[config.mk]
export PLATFORM = sky130hd
export DESIGN_NAME = regfile_wb_arbiter
export DESIGN_NICKNAME = d
export VERILOG_FILES = /design/src/rtl/regfile_wb_arbiter.sv
export SDC_FILE = /design/constraint.sdc
export NUM_CORES = 1
export LEC_CHECK = 0
export BUFFER_PORTS_ARGS = -buffer_cell sky130_fd_sc_hd__clkbuf_2
export CAP_MARGIN = 20
export CORE_MARGIN = 8
export CORE_UTILIZATION = 42
export DETAILED_ROUTE_END_ITERATION = 8
export HOLD_SLACK_MARGIN = 0.05
export PLACE_DENSITY = 0.8
export SETUP_SLACK_MARGIN = 0.2
export SLEW_MARGIN = 15
export SYNTH_ARGS = -nofsm -noshare
export SYNTH_HDL_FRONTEND = slang
export SYNTH_SLANG_ARGS = --single-unit
[constraint.sdc]
create_clock -name clk -period 2.8 [get_ports clk]
set_clock_uncertainty 0.05 [all_clocks]
set_input_delay 0.28 -clock clk [delete_from_list [all_inputs] [get_ports clk]]
set_output_delay 0.28 -clock clk [all_outputs]
set_load 0.005 [all_outputs]
[src/rtl/regfile_wb_arbiter.sv]
// Elpis register-file write-back arbiter.
// Round-robin grant of three producers onto one registered write port.
module regfile_wb_arbiter #(
  parameter int DATA_WIDTH = 32,
  parameter int ADDR_WIDTH = 5
) (
  input  logic                  clk,
  input  logic                  reset,
  input  logic                  hold,
  input  logic [2:0]            req_valid,
  input  logic [ADDR_WIDTH-1:0] req_addr_0,
  input  logic [ADDR_WIDTH-1:0] req_addr_1,
  input  logic [ADDR_WIDTH-1:0] req_addr_2,
  input  logic [DATA_WIDTH-1:0] req_data_0,
  input  logic [DATA_WIDTH-1:0] req_data_1,
  input  logic [DATA_WIDTH-1:0] req_data_2,
  output logic [2:0]            req_ready,
  output logic                  wrd,
  output logic [ADDR_WIDTH-1:0] addr_d,
  output logic [DATA_WIDTH-1:0] d,
  output logic [1:0]            grant_id
);

  localparam logic [1:0] NONE = 2'd3;

  logic [1:0]            ptr;
  logic [1:0]            sel;
  logic [ADDR_WIDTH-1:0] sel_addr;
  logic [DATA_WIDTH-1:0] sel_data;

  always_comb begin
    sel = NONE;
    unique case (ptr)
      2'd1: begin
        if (req_valid[1])      sel = 2'd1;
        else if (req_valid[2]) sel = 2'd2;
        else if (req_valid[0]) sel = 2'd0;
      end
      2'd2: begin
        if (req_valid[2])      sel = 2'd2;
        else if (req_valid[0]) sel = 2'd0;
        else if (req_valid[1]) sel = 2'd1;
      end
      default: begin
        if (req_valid[0])      sel = 2'd0;
        else if (req_valid[1]) sel = 2'd1;
        else if (req_valid[2]) sel = 2'd2;
      end
    endcase
    // ready also drops combinationally while reset is held low
    if (hold || !reset) sel = NONE;
  end

  always_comb begin
    req_ready = 3'b000;
    sel_addr  = req_addr_0;
    sel_data  = req_data_0;
    unique case (1'b1)
      (sel == 2'd0): begin
        req_ready = 3'b001;
      end
      (sel == 2'd1): begin
        req_ready = 3'b010;
        sel_addr  = req_addr_1;
        sel_data  = req_data_1;
      end
      (sel == 2'd2): begin
        req_ready = 3'b100;
        sel_addr  = req_addr_2;
        sel_data  = req_data_2;
      end
      default: ;
    endcase
  end

  always_ff @(posedge clk or negedge reset) begin
    if (!reset) begin
      ptr      <= 2'd0;
      wrd      <= 1'b0;
      addr_d   <= '0;
      d        <= '0;
      grant_id <= NONE;
    end else if (sel != NONE) begin
      ptr      <= (sel == 2'd2) ? 2'd0 : sel + 2'd1;
      addr_d   <= sel_addr;
      d        <= sel_data;
      grant_id <= sel;
      // x0 writes are consumed but never issued
      wrd      <= (sel_addr != '0);
    end else begin
      wrd      <= 1'b0;
      grant_id <= NONE;
    end
  end

endmodule

-- Word-level counts from Yosys, hierarchy flattened
Cells that the tools add are included.
- equality and inequality tests: 5
- reductions and logical operators: 4
- $add $sub $neg: 1
- mux-type cells: 17
- operators with widths (kind ; count):
    32-bit one-hot mux with 2 select lines ; 1
    2-bit 2-to-1 mux ; 11
    5-bit one-hot mux with 2 select lines ; 1
    3-bit one-hot mux with 3 select lines ; 1
    5-bit nonzero test ; 1
    2-bit by 1-bit == test with 1-bit output (second input constant) ; 2
    2-bit == test (second input constant) ; 2
    2-bit one-hot mux with 2 select lines ; 1
    2-bit by 1-bit adder with 2-bit output (second input constant) ; 1
    2-bit logical NOT ; 1
    1-bit 2-to-1 mux ; 2
    2-bit inequality test (second input constant) ; 1
    1-bit logical NOT ; 1
    1-bit logical OR ; 1
- flip-flop bits (word level): 42
- output and inout bits: 43
- logic and storage cells: 32

-- Logic depth before layout (Yosys ltp)
Gate-level depths: netlist of the first run.
- word-level depth: 9
- depth in mapped cells: 11
- depth with buffers taken out: 10

-- Worst setup path after synthesis of the first run
Ideal clock, no wire load.
- path type: flip-flop to flip-flop
- start: reg ptr[0]
- end: reg wrd
- library setup time: 139 ps
- buffers on the path: 1
- required time: 2611 ps
- setup slack: 633 ps
- data arrival time: 1978 ps
- stages on the path, launching flop included: 11
- cells stage by stage: dfrtp_1 inv_1 ha_1 nor3_1 or3_1 and3_1 buf_6 and3_1 a211oi_2 and3_1 a41oi_2
- longest elaborated chain between the ends: 7
- ends and longest elaborated chain (item ; RTL line ; source):
    from (decl) ; 26 ; logic [1:0] ptr;
    from (signal assigned) ; 84 ; ptr <= (sel == 2'd2) ? 2'd0 : sel + 2'd1;
    2-bit == test / 2-bit by 1-bit == test with 1-bit output (equally long branches) ; 33 ; unique case (ptr)
    2-bit one-hot mux with 2 select lines * ; 33 ;
    2-bit 2-to-1 mux * ; 51 ; if (hold || !reset) sel = NONE;
    2-bit == test / 2-bit by 1-bit == test with 1-bit output (equally long branches) ; 67, 62 ;
    5-bit one-hot mux with 2 select lines ; 58 ; unique case (1'b1)
    5-bit nonzero test ; 89 ; wrd <= (sel_addr != '0);
    1-bit 2-to-1 mux * ; 83 ; end else if (sel != NONE) begin
    to (signal assigned) ; 89 ;
    to (decl) ; 18 ; output logic wrd,
Every way passes the cells marked *; elsewhere a longest branch is shown, timed or not.
A chain may end at the register's enable or synchronous reset.

-- Final worst setup path of the first run
- start: reg ptr[0]
- end: out req_ready[0]
- longest elaborated chain between the ends: 5
- ends and longest elaborated chain (item ; RTL line ; source):
    2-bit == test / 2-bit by 1-bit == test with 1-bit output (equally long branches) ; 33 ;
    2-bit one-hot mux with 2 select lines * ; 33 ;
    2-bit 2-to-1 mux * ; 51 ;
    2-bit == test (tied with other cells) ; 67 ; (sel == 2'd2): begin
    3-bit one-hot mux with 3 select lines * ; 58 ;
    to (decl) ; 17 ; output logic [2:0] req_ready,
Marked as above.

==> results.cfg, run 1 <==
[synth]
yosysSeqAreaShare = 0.4360
synth_xor_area_frac = 0.01139
synth_area_per_cell_um2 = 7.896
synth_warnings = 0
synth_common_cells = nand2_1 (133), dfrtp_1 (40), and3_1 (36)
synth_top_family_by_area = simple AND/OR/NAND/NOR gates
synth_edf_count = 0
synthArstFlopShare = 1.000
synth-adder-area-share = 0.01036
yosysMostFrequentCell = nand2_1
synth_cell_types = 31
synthCells = 306
synthFlopType = dfrtp_1
ys_seq_elements = 42
synth.area.top_cells = dfrtp_1 (41%), nand2_1 (21%), and3_1 (9.3%)
netlist.area_leader.share = 0.4143
syn-cell-area_um2 = 2416
synthSimpleGateAreaFrac = 0.3361
yosys.area.top_type = dfrtp_1
synth_compound_area_frac = 0.1486
synth_nets = 425
synth_mux_area_frac = 0

[route]
postRouteAntennaNets = 0
vias = 2674
drtIter0Drc = 96
drc = 0
viasPerCell = 4.998
first_pass_iters = 4
wirelength_um = 7945
post_drt_wl_per_cell_um = 14.85

[clock_network]
clock_path_buffers = 2
clock_latency_ns = 0.29
clock-sinks = 42
clk_pin_slew_ns = 0.08
cts_tree = built
cts-htree-levels = 2
cts_root_buf = clkbuf_8
numCtsBuffers = 5

[timing]
worst_pin_slew_ns = 0.4553
fin_hold_ws_ns = 0.1637
hold_viol = 0
setup_tns_ns = 0
fin_ws_ns = 0.2886
rsz0062_at_grt = true
maxSlewViolCount = 0
worst_slew_margin_rel = 0.6964
fmax_ghz = 0.3982
finalCritPeriodShare = 0.8969
min_period_ns = 2.511
finalSetupViolCount = 0

[critical_path]
r2r_cells = 10
crit_fanout = 22
r2r-start = ptr[0]
r2r_end = wrd
cp-start-kind = flip-flop
slowest_delay_ns = 0.38
worstPathArrival_ns = 2.18
rrSetupSlack_ns = 0.39
endpoint_kind = output port
worstPathRequired_ns = 2.47
crit_buf_inv = 4
criticalPathCategory = flip-flop to output port
critPathTopFamily = simple AND/OR/NAND/NOR gates
cp-startpoint = ptr[0]
path_cells = inv_1 > ha_1 > nor3_1 > or3_1 > and3_4 > clkinv_8 > buf_12 > nor2_2 > clkbuf_2
slowest_stage = dfrtp_1

[final_layout]
utilization = 0.6186
area_delta_synth_final_pct = 41.84
diodes = 0
nets = 581
drive_gt1_frac = 0.4190
finalInstanceArea_um2 = 3427

[worst_hold_path]
hold_path.startpoint = req_data_1[1]
hold_path_end = d[1]
worstHoldPathCells = 3
hold_path_class = input port to flip-flop

[power_and_ir_drop]
power.leakage_uw = 0.001937
switching_share = 0.3482
ir_drop_mv = 0.2770
p_seq_frac = 0.421
powerDensity_nw_per_um2 = 637.8
p_switching_uw = 761.1
p_int_uw = 1425
p_clk_frac = 0.185
pwr-share-comb = 0.393

[floorplanning]
dieArea_um2 = 8436
die_x_um = 91.85
core_um2 = 5540
row_count = 27
ios = 160
initial_utilization = 0.4361
die_y_um = 91.85

[outcome]
status = finished clean

[global_route]
grt_pass1_wl_um = 13050
overflow = 0
antenna_found_initial = 0
grt_usage = 0.1855
grt_pass1_vias = 2862
grt_max_degree = 38

[place]
dp_slack_ns = 0.1880
portBuffers = 159
routabilityCongestion = 0.7713
placed_area_um2 = 3281
place_hpwl_um = 6292

[job]
timing.max_cap.violations = 0
==> repair_timing <==
item                                   in CTS  in global routing
endpoints found under the hold margin       5                  0
gates resized for setup                     5                  1
buffers inserted                            0                  2
hold buffers                                1                  0
setup endpoints to repair                   4                  6
==> power by group through the flow <==
stage               combinational [uW]  sequential [uW]  clock, uW
finish                             860              921        405
global route                       969              948        449
CTS                                872              922        417
detailed placement                 860              931          0
global placement                   839              925          0
floorplan                          428              938          0
==> cell type report <==
type,count,area [um^2]
Tap cell,72,90.09
Inverter,4,27.53
Clock buffer,6,82.58
Fill cell,499,2113
Clock inverter,2,12.51
Sequential cell,42,1054
Timing Repair Buffer,172,924.6
Multi-Input combinational cell,237,1236
==> worst max-delay path by stage <==
stage | cells after the start | to
after CTS | 9 | req_ready[0]
after floorplan | 10 | wrd
final | 9 | req_ready[0]
after global routing | 9 | req_ready[0]
after global placement | 10 | wrd
after detailed placement | 10 | wrd
==> cells by family (layout without fill, tap and decap cells) <==
| family | after synthesis | in the layout |
|---|---|---|
| AND/OR/NAND/NOR | 182 | 182 |
| AO/OA/AOI/OAI | 52 | 52 |
| flip-flops | 42 | 42 |
| buffers and inverters | 27 | 184 |
| adder cells (fa/ha/maj) | 2 | 2 |
| XOR/XNOR | 1 | 1 |
==> sequential cells by signal, summed over array words and instances, names as in the netlist <==
register / cells
d: 32
wrd: 1
addr_d: 5
grant_id: 2
ptr: 2
==> worst reg2reg max path: stages (launching register included) <==
cell and delay (ns):
dfrtp_1 0.38, inv_1 0.06, ha_1 0.34, o32ai_2 0.36
nor3b_4 0.09, buf_4 0.18, inv_2 0.18, nor2_4 0.08
a22o_1 0.23, a21oi_1 0.20, a41oi_2 0.13
==> placed cells by master (no fill, tap or decap), types with 2 or more instances in the layout <==
cell type,count
o21ai_0,5
nand2_1,133
a21oi_1,5
a21o_1,2
inv_1,2
buf_4,9
clkbuf_8,6
and3_1,35
a22o_1,3
ha_1,2
dfrtp_1,40
nor2_1,2
nor2b_1,3
buf_12,2
dfstp_2,2
clkbuf_2,159
nor2_2,2
a31oi_1,32
==> per-stage QoR <==
| step | power, uW | instances |
|---|---|---|
| 5_1_grt | 2366 | 535 |
| 4_1_cts | 2211 | 533 |
| 6_report | 2186 | 535 |
| 3_3_place_gp | 1764 | 524 |
| 2_1_floorplan | 1366 | 306 |
| 3_5_place_dp | 1791 | 524 |
==> layer usage <==
metal / part of all wire / global-route usage / wire, um / up-vias
li1: - / - / - / 1340
met1: 0.41 / 0.2093 / 3246 / 1212
met2: 0.48 / 0.3123 / 3847 / 110
met3: 0.090 / 0.07090 / 719 / 12
met4: 0.016 / 0.06577 / 131 / 0
met5: 0 / 0 / 0 / -
No activity file was read; power rests on OpenSTA's default activity.
==> run 2, diff against run 1 <==
Settings changed: CORE_UTILIZATION 42 to 45, PLACE_DENSITY 0.8 to 0.85, SKIP_LAST_GASP set to 1.
Clock period 2.8 ns to 2.9 ns, I/O delays scaled along.
==> results.cfg, run 2 (synthesis results as in run 1) <==
[final_layout]
mostFrequentLayoutCells = clkbuf_2 (159), nand2_1 (133), dfrtp_1 (40), and3_1 (35), a31oi_1 (32)
nets = 579
drive_gt1_frac = 0.4121
reg.largest.list = d (32), addr_d (5)
largest_reg_flops = 32
fillCellCount = 458
diodes = 0
largest-register = d
ff_latch_area_um2 = 1054
area_delta_synth_final_pct = 39.31
final_common_cell = clkbuf_2
multi_input_area_um2 = 1229

[route]
vias = 2711
wirelength_um = 7784
postRouteAntennaNets = 0
first_pass_iters = 4
viasPerCell = 5.105
drtIter0Drc = 130
drc = 0
post_drt_wl_per_cell_um = 14.66

[clock_network]
clock-sinks = 42
cts_tree = built
clock_latency_ns = 0.28
numCtsBuffers = 5
post_cts_buffers = 0
clk_pin_slew_ns = 0.08
cts_root_buf = clkbuf_8
clock_path_buffers = 2
cts-htree-levels = 2

[place]
portBuffers = 159
place_hpwl_um = 6262
routabilityCongestion = 0.8157

[timing]
rsz0062_at_grt = false
finalCritPeriodShare = 0.8696
hold_viol = 0
setup_tns_ns = 0
worst_pin_slew_ns = 0.3342
finalSetupViolCount = 0
fmax_ghz = 0.3965
maxSlewViolCount = 0
fin_hold_ws_ns = 0.1807
min_period_ns = 2.522
worst_slew_margin_rel = 0.7769

[global_route]
grt_max_degree = 35
overflow = 0
grt_pass1_wl_um = 12560
antenna_found_initial = 0
grt_usage = 0.1999
grt_pass1_vias = 2762

[critical_path]
criticalPathCategory = flip-flop to output port
rrSetupSlack_ns = 0.50
endpoint_kind = output port
path_cells = inv_1 > ha_1 > nor3_1 > or3_1 > and3_4 > clkinv_2 > buf_8 > nor2_1 > clkbuf_2
worstPathRequired_ns = 2.56
cp-start-kind = flip-flop
slowest_stage = dfrtp_1
worstPathArrival_ns = 2.18
crit_fanout = 34
slowest_delay_ns = 0.39

[outcome]
status = finished clean

[worst_hold_path]
hold_path_class = input port to flip-flop

[power_and_ir_drop]
power_uw = 2076
switching_share = 0.3435
pwr-share-comb = 0.387
p_seq_frac = 0.431
p_clk_frac = 0.182
ir_drop_mv = 0.2434
p_switching_uw = 713.0
p_int_uw = 1362
powerDensity_nw_per_um2 = 616.7
power.leakage_uw = 0.001914

[floorplanning]
core_um2 = 5140
die_y_um = 89.28
initial_utilization = 0.4701
row_count = 26
ios = 160
die_x_um = 89.28
dieArea_um2 = 7970

[job]
timing.max_cap.violations = 0
## run 2: cell types whose count changed in the layout (fill, tap and decap cells not counted), sizes merged
cell | previous run | this run
clkbuf | 165 | 166
clkinvlp | 1 | 0
buf | 12 | 10
## run 2: power groups by stage
stage | registers, uW | logic, uW | clock network, uW
3_5_place_dp | 902 | 814 | 0
2_1_floorplan | 906 | 413 | 0
4_1_cts | 895 | 818 | 390
6_report | 895 | 803 | 378
5_1_grt | 918 | 904 | 420
3_3_place_gp | 899 | 793 | 0
## run 2: final cells by class
type / count / area share
Multi-Input combinational cell: 237 / 0.3651
Sequential cell: 42 / 0.3130
Timing Repair Buffer: 170 / 0.2639
Tap cell: 70 / 0.02602
Clock buffer: 7 / 0.02565
Inverter: 4 / 0.004833
Clock inverter: 1 / 0.001487
## run 2: stage by stage
stage / area, um^2 / utilization / cells / setup WS (ns)
after global routing: 3366 / 0.6548 / 531 / 0.2307
after CTS: 3358 / 0.6534 / 531 / 0.2691
final: 3366 / 0.6548 / 531 / 0.3782
after global placement: 3253 / 0.6329 / 522 / 0.5881
after detailed placement: 3253 / 0.6329 / 522 / 0.5106
after floorplan: 2416 / - / 306 / 0.7334
## run 2: final timing paths
kind	start	to	cells past startpoint
worst max-delay path	ptr[0]	req_ready[0]	9
worst min-delay path	req_data_1[31]	d[31]	3
worst max register to register	ptr[0]	wrd	9
worst min register to register	addr_d[4]	addr_d[4]	2
max in group asynchronous	reset	grant_id[1]	3
min in group asynchronous	reset	addr_d[3]	2
## run 2: per-layer routing
metal  track usage  wire (um)
met1        0.2401       3107
met2        0.3428       3979
met3       0.04412        606
met4       0.06949         91
met5             0          0
## run 2: worst max-delay path: cells and delay by family (launching register included)
kind	cells	cell delay, ns
adders and majority gates	1	0.34
buffers and inverters	4	0.51
DFF	1	0.39
and+or+nand+nor	4	0.66
## run 2: timing repair
item                       in CTS  in global routing
resized for setup               1                  2
setup endpoints to repair       1                  1
hold endpoints to repair        6                  0
gates cloned                    0                  0
hold buffers                    1                  0
==> run 3, diff against run 2 <==
Settings changed: REMOVE_ABC_BUFFERS set to 1.
==> results.cfg, run 3 (synthesis results as in run 1) <==
[outcome]
status = finished clean

[global_route]
grt_pass1_wl_um = 12240
grt_max_degree = 43
grt_usage = 0.1937
grt_pass1_vias = 2832
overflow = 0
antenna_found_initial = 0

[floorplanning]
die_x_um = 89.28
ios = 160
row_count = 26
initial_utilization = 0.4701
die_y_um = 89.28
dieArea_um2 = 7970
core_um2 = 5140

[critical_path]
slowest_delay_ns = 0.38
crit_fanout = 25
r2r-start = ptr[0]
critPathTopFamily = simple AND/OR/NAND/NOR gates
cp-startpoint = ptr[0]
worstPathRequired_ns = 2.56
endpoint_kind = output port
cp-start-kind = flip-flop
slowest_stage = dfrtp_1
worstPathArrival_ns = 2.18
criticalPathCategory = flip-flop to output port
path_cells = inv_1 > ha_1 > nor3_1 > or3_1 > and3_2 > inv_8 > nor2_2 > clkbuf_2
crit_buf_inv = 3

[clock_network]
postCtsHoldBufs = 0
post_cts_buffers = 0
clock_path_buffers = 2
clock-sinks = 42
cts-htree-levels = 2
clock_latency_ns = 0.29
cts_root_buf = clkbuf_8
numCtsBuffers = 5
cts_tree = built
clk_pin_slew_ns = 0.08

[timing]
hold_viol = 0
worst_pin_slew_ns = 0.5332
worst_slew_margin_rel = 0.6446
finalSetupViolCount = 0
rsz0062_at_grt = false
fin_hold_ws_ns = 0.04634
maxSlewViolCount = 0
min_period_ns = 2.523
fmax_ghz = 0.3964
finalCritPeriodShare = 0.8698

[power_and_ir_drop]
p_clk_frac = 0.188
pwr-share-comb = 0.387
p_int_uw = 1363
switching_share = 0.3495
p_seq_frac = 0.425
ir_drop_mv = 0.3516
p_switching_uw = 732.1
power.leakage_uw = 0.001911
powerDensity_nw_per_um2 = 624.2

[route]
viasPerCell = 5.104
drc = 0
first_pass_iters = 4
drtIter0Drc = 69
post_drt_wl_per_cell_um = 14.56
postRouteAntennaNets = 0
vias = 2700
wirelength_um = 7703

[final_layout]
diodes = 0
final_common_cell = clkbuf_2
drive_gt1_frac = 0.4118
ff_latch_area_um2 = 1054
mostFrequentLayoutCells = clkbuf_2 (159), nand2_1 (133), dfrtp_1 (40), and3_1 (35), a31oi_1 (32)
largest_reg_flops = 32
reg.largest.list = d (32), addr_d (5)
area_delta_synth_final_pct = 38.89
utilization = 0.6529
largest-register = d
layout.cells.non_filler = 529
fillCellCount = 475
nets = 577
multi_input_area_um2 = 1225

[worst_hold_path]
hold_path_class = input port to async pin

[place]
place_hpwl_um = 6131
portBuffers = 159
place_inst = 521
routabilityCongestion = 0.7751

[job]
timing.max_cap.violations = 0
[run 3: cell types whose count changed in the layout (fill, tap and decap cells not counted), sizes merged]
cell / previous run / this run
buf: 10 / 9
inv: 3 / 4
clkinv: 2 / 1
dlygate4sd3: 1 / 0
[run 3: per-stage QoR]
step / setup WS (ns) / total power, uW / TNS, ns / area [um^2]
finish: 0.3775 / 2095 / 0 / 3356
global route: 0.2512 / 2246 / 0 / 3356
CTS: 0.2403 / 2119 / 0 / 3353
detailed placement: 0.2250 / 1726 / 0 / 3258
global placement: 0.3800 / 1683 / 0 / 3258
floorplan: -1.574 / 1290 / -48.45 / 2293
[run 3: path summary, 6_finish.rpt]
| kind | slack [ns] | endpoint | cells after the start |
|---|---|---|---|
| worst max-delay path | 0.38 | req_ready[1] | 8 |
| worst min-delay path | 0.05 | addr_d[1] | 2 |
| worst max register to register | 0.47 | wrd | 10 |
| worst min register to register | 0.44 | addr_d[3] | 1 |
| max in group asynchronous | 2.38 | d[5] | 2 |
| min in group clk | 0.17 | d[15] | 3 |
[run 3: layout make-up]
type | instances | share of cell area
Sequential cell | 42 | 0.3139
Multi-Input combinational cell | 237 | 0.3650
Inverter | 4 | 0.006711
Clock buffer | 7 | 0.02573
Timing Repair Buffer | 168 | 0.2610
Tap cell | 70 | 0.02610
Clock inverter | 1 | 0.001491
[run 3: what timing repair did]
| item | CTS | global route |
|---|---|---|
| resized for setup | 1 | 1 |
| pin swaps | 0 | 0 |
| cloned | 0 | 0 |
| setup endpoints to repair | 2 | 2 |
| hold endpoints to repair | 0 | 0 |
[run 3: worst reg2reg max path, stage by stage, from the launching register on]
cell     delay, ns
dfrtp_1       0.38
inv_1         0.05
ha_1          0.35
nor3_1        0.06
or3_1         0.31
and3_2        0.31
inv_8         0.17
nor2_2        0.09
a22o_1        0.19
a21oi_1       0.20
a41oi_2       0.15
[run 3: power groups by stage]
stage                     clock, uW  combinational (uW)  sequential [uW]
final                           393                 811              891
after floorplan                   0                 384              906
after CTS                       400                 828              891
after global routing            416                 916              914
after detailed placement          0                 826              900
after global placement            0                 795              888
[run 3: routing by layer]
metal	wire length, um	up-vias	GRT usage
met4	53	0	0.05136
met1	2877	1268	0.2012
met3	751	4	0.06342
li1	-	1332	-
met5	0	-	0
met2	4021	96	0.3623
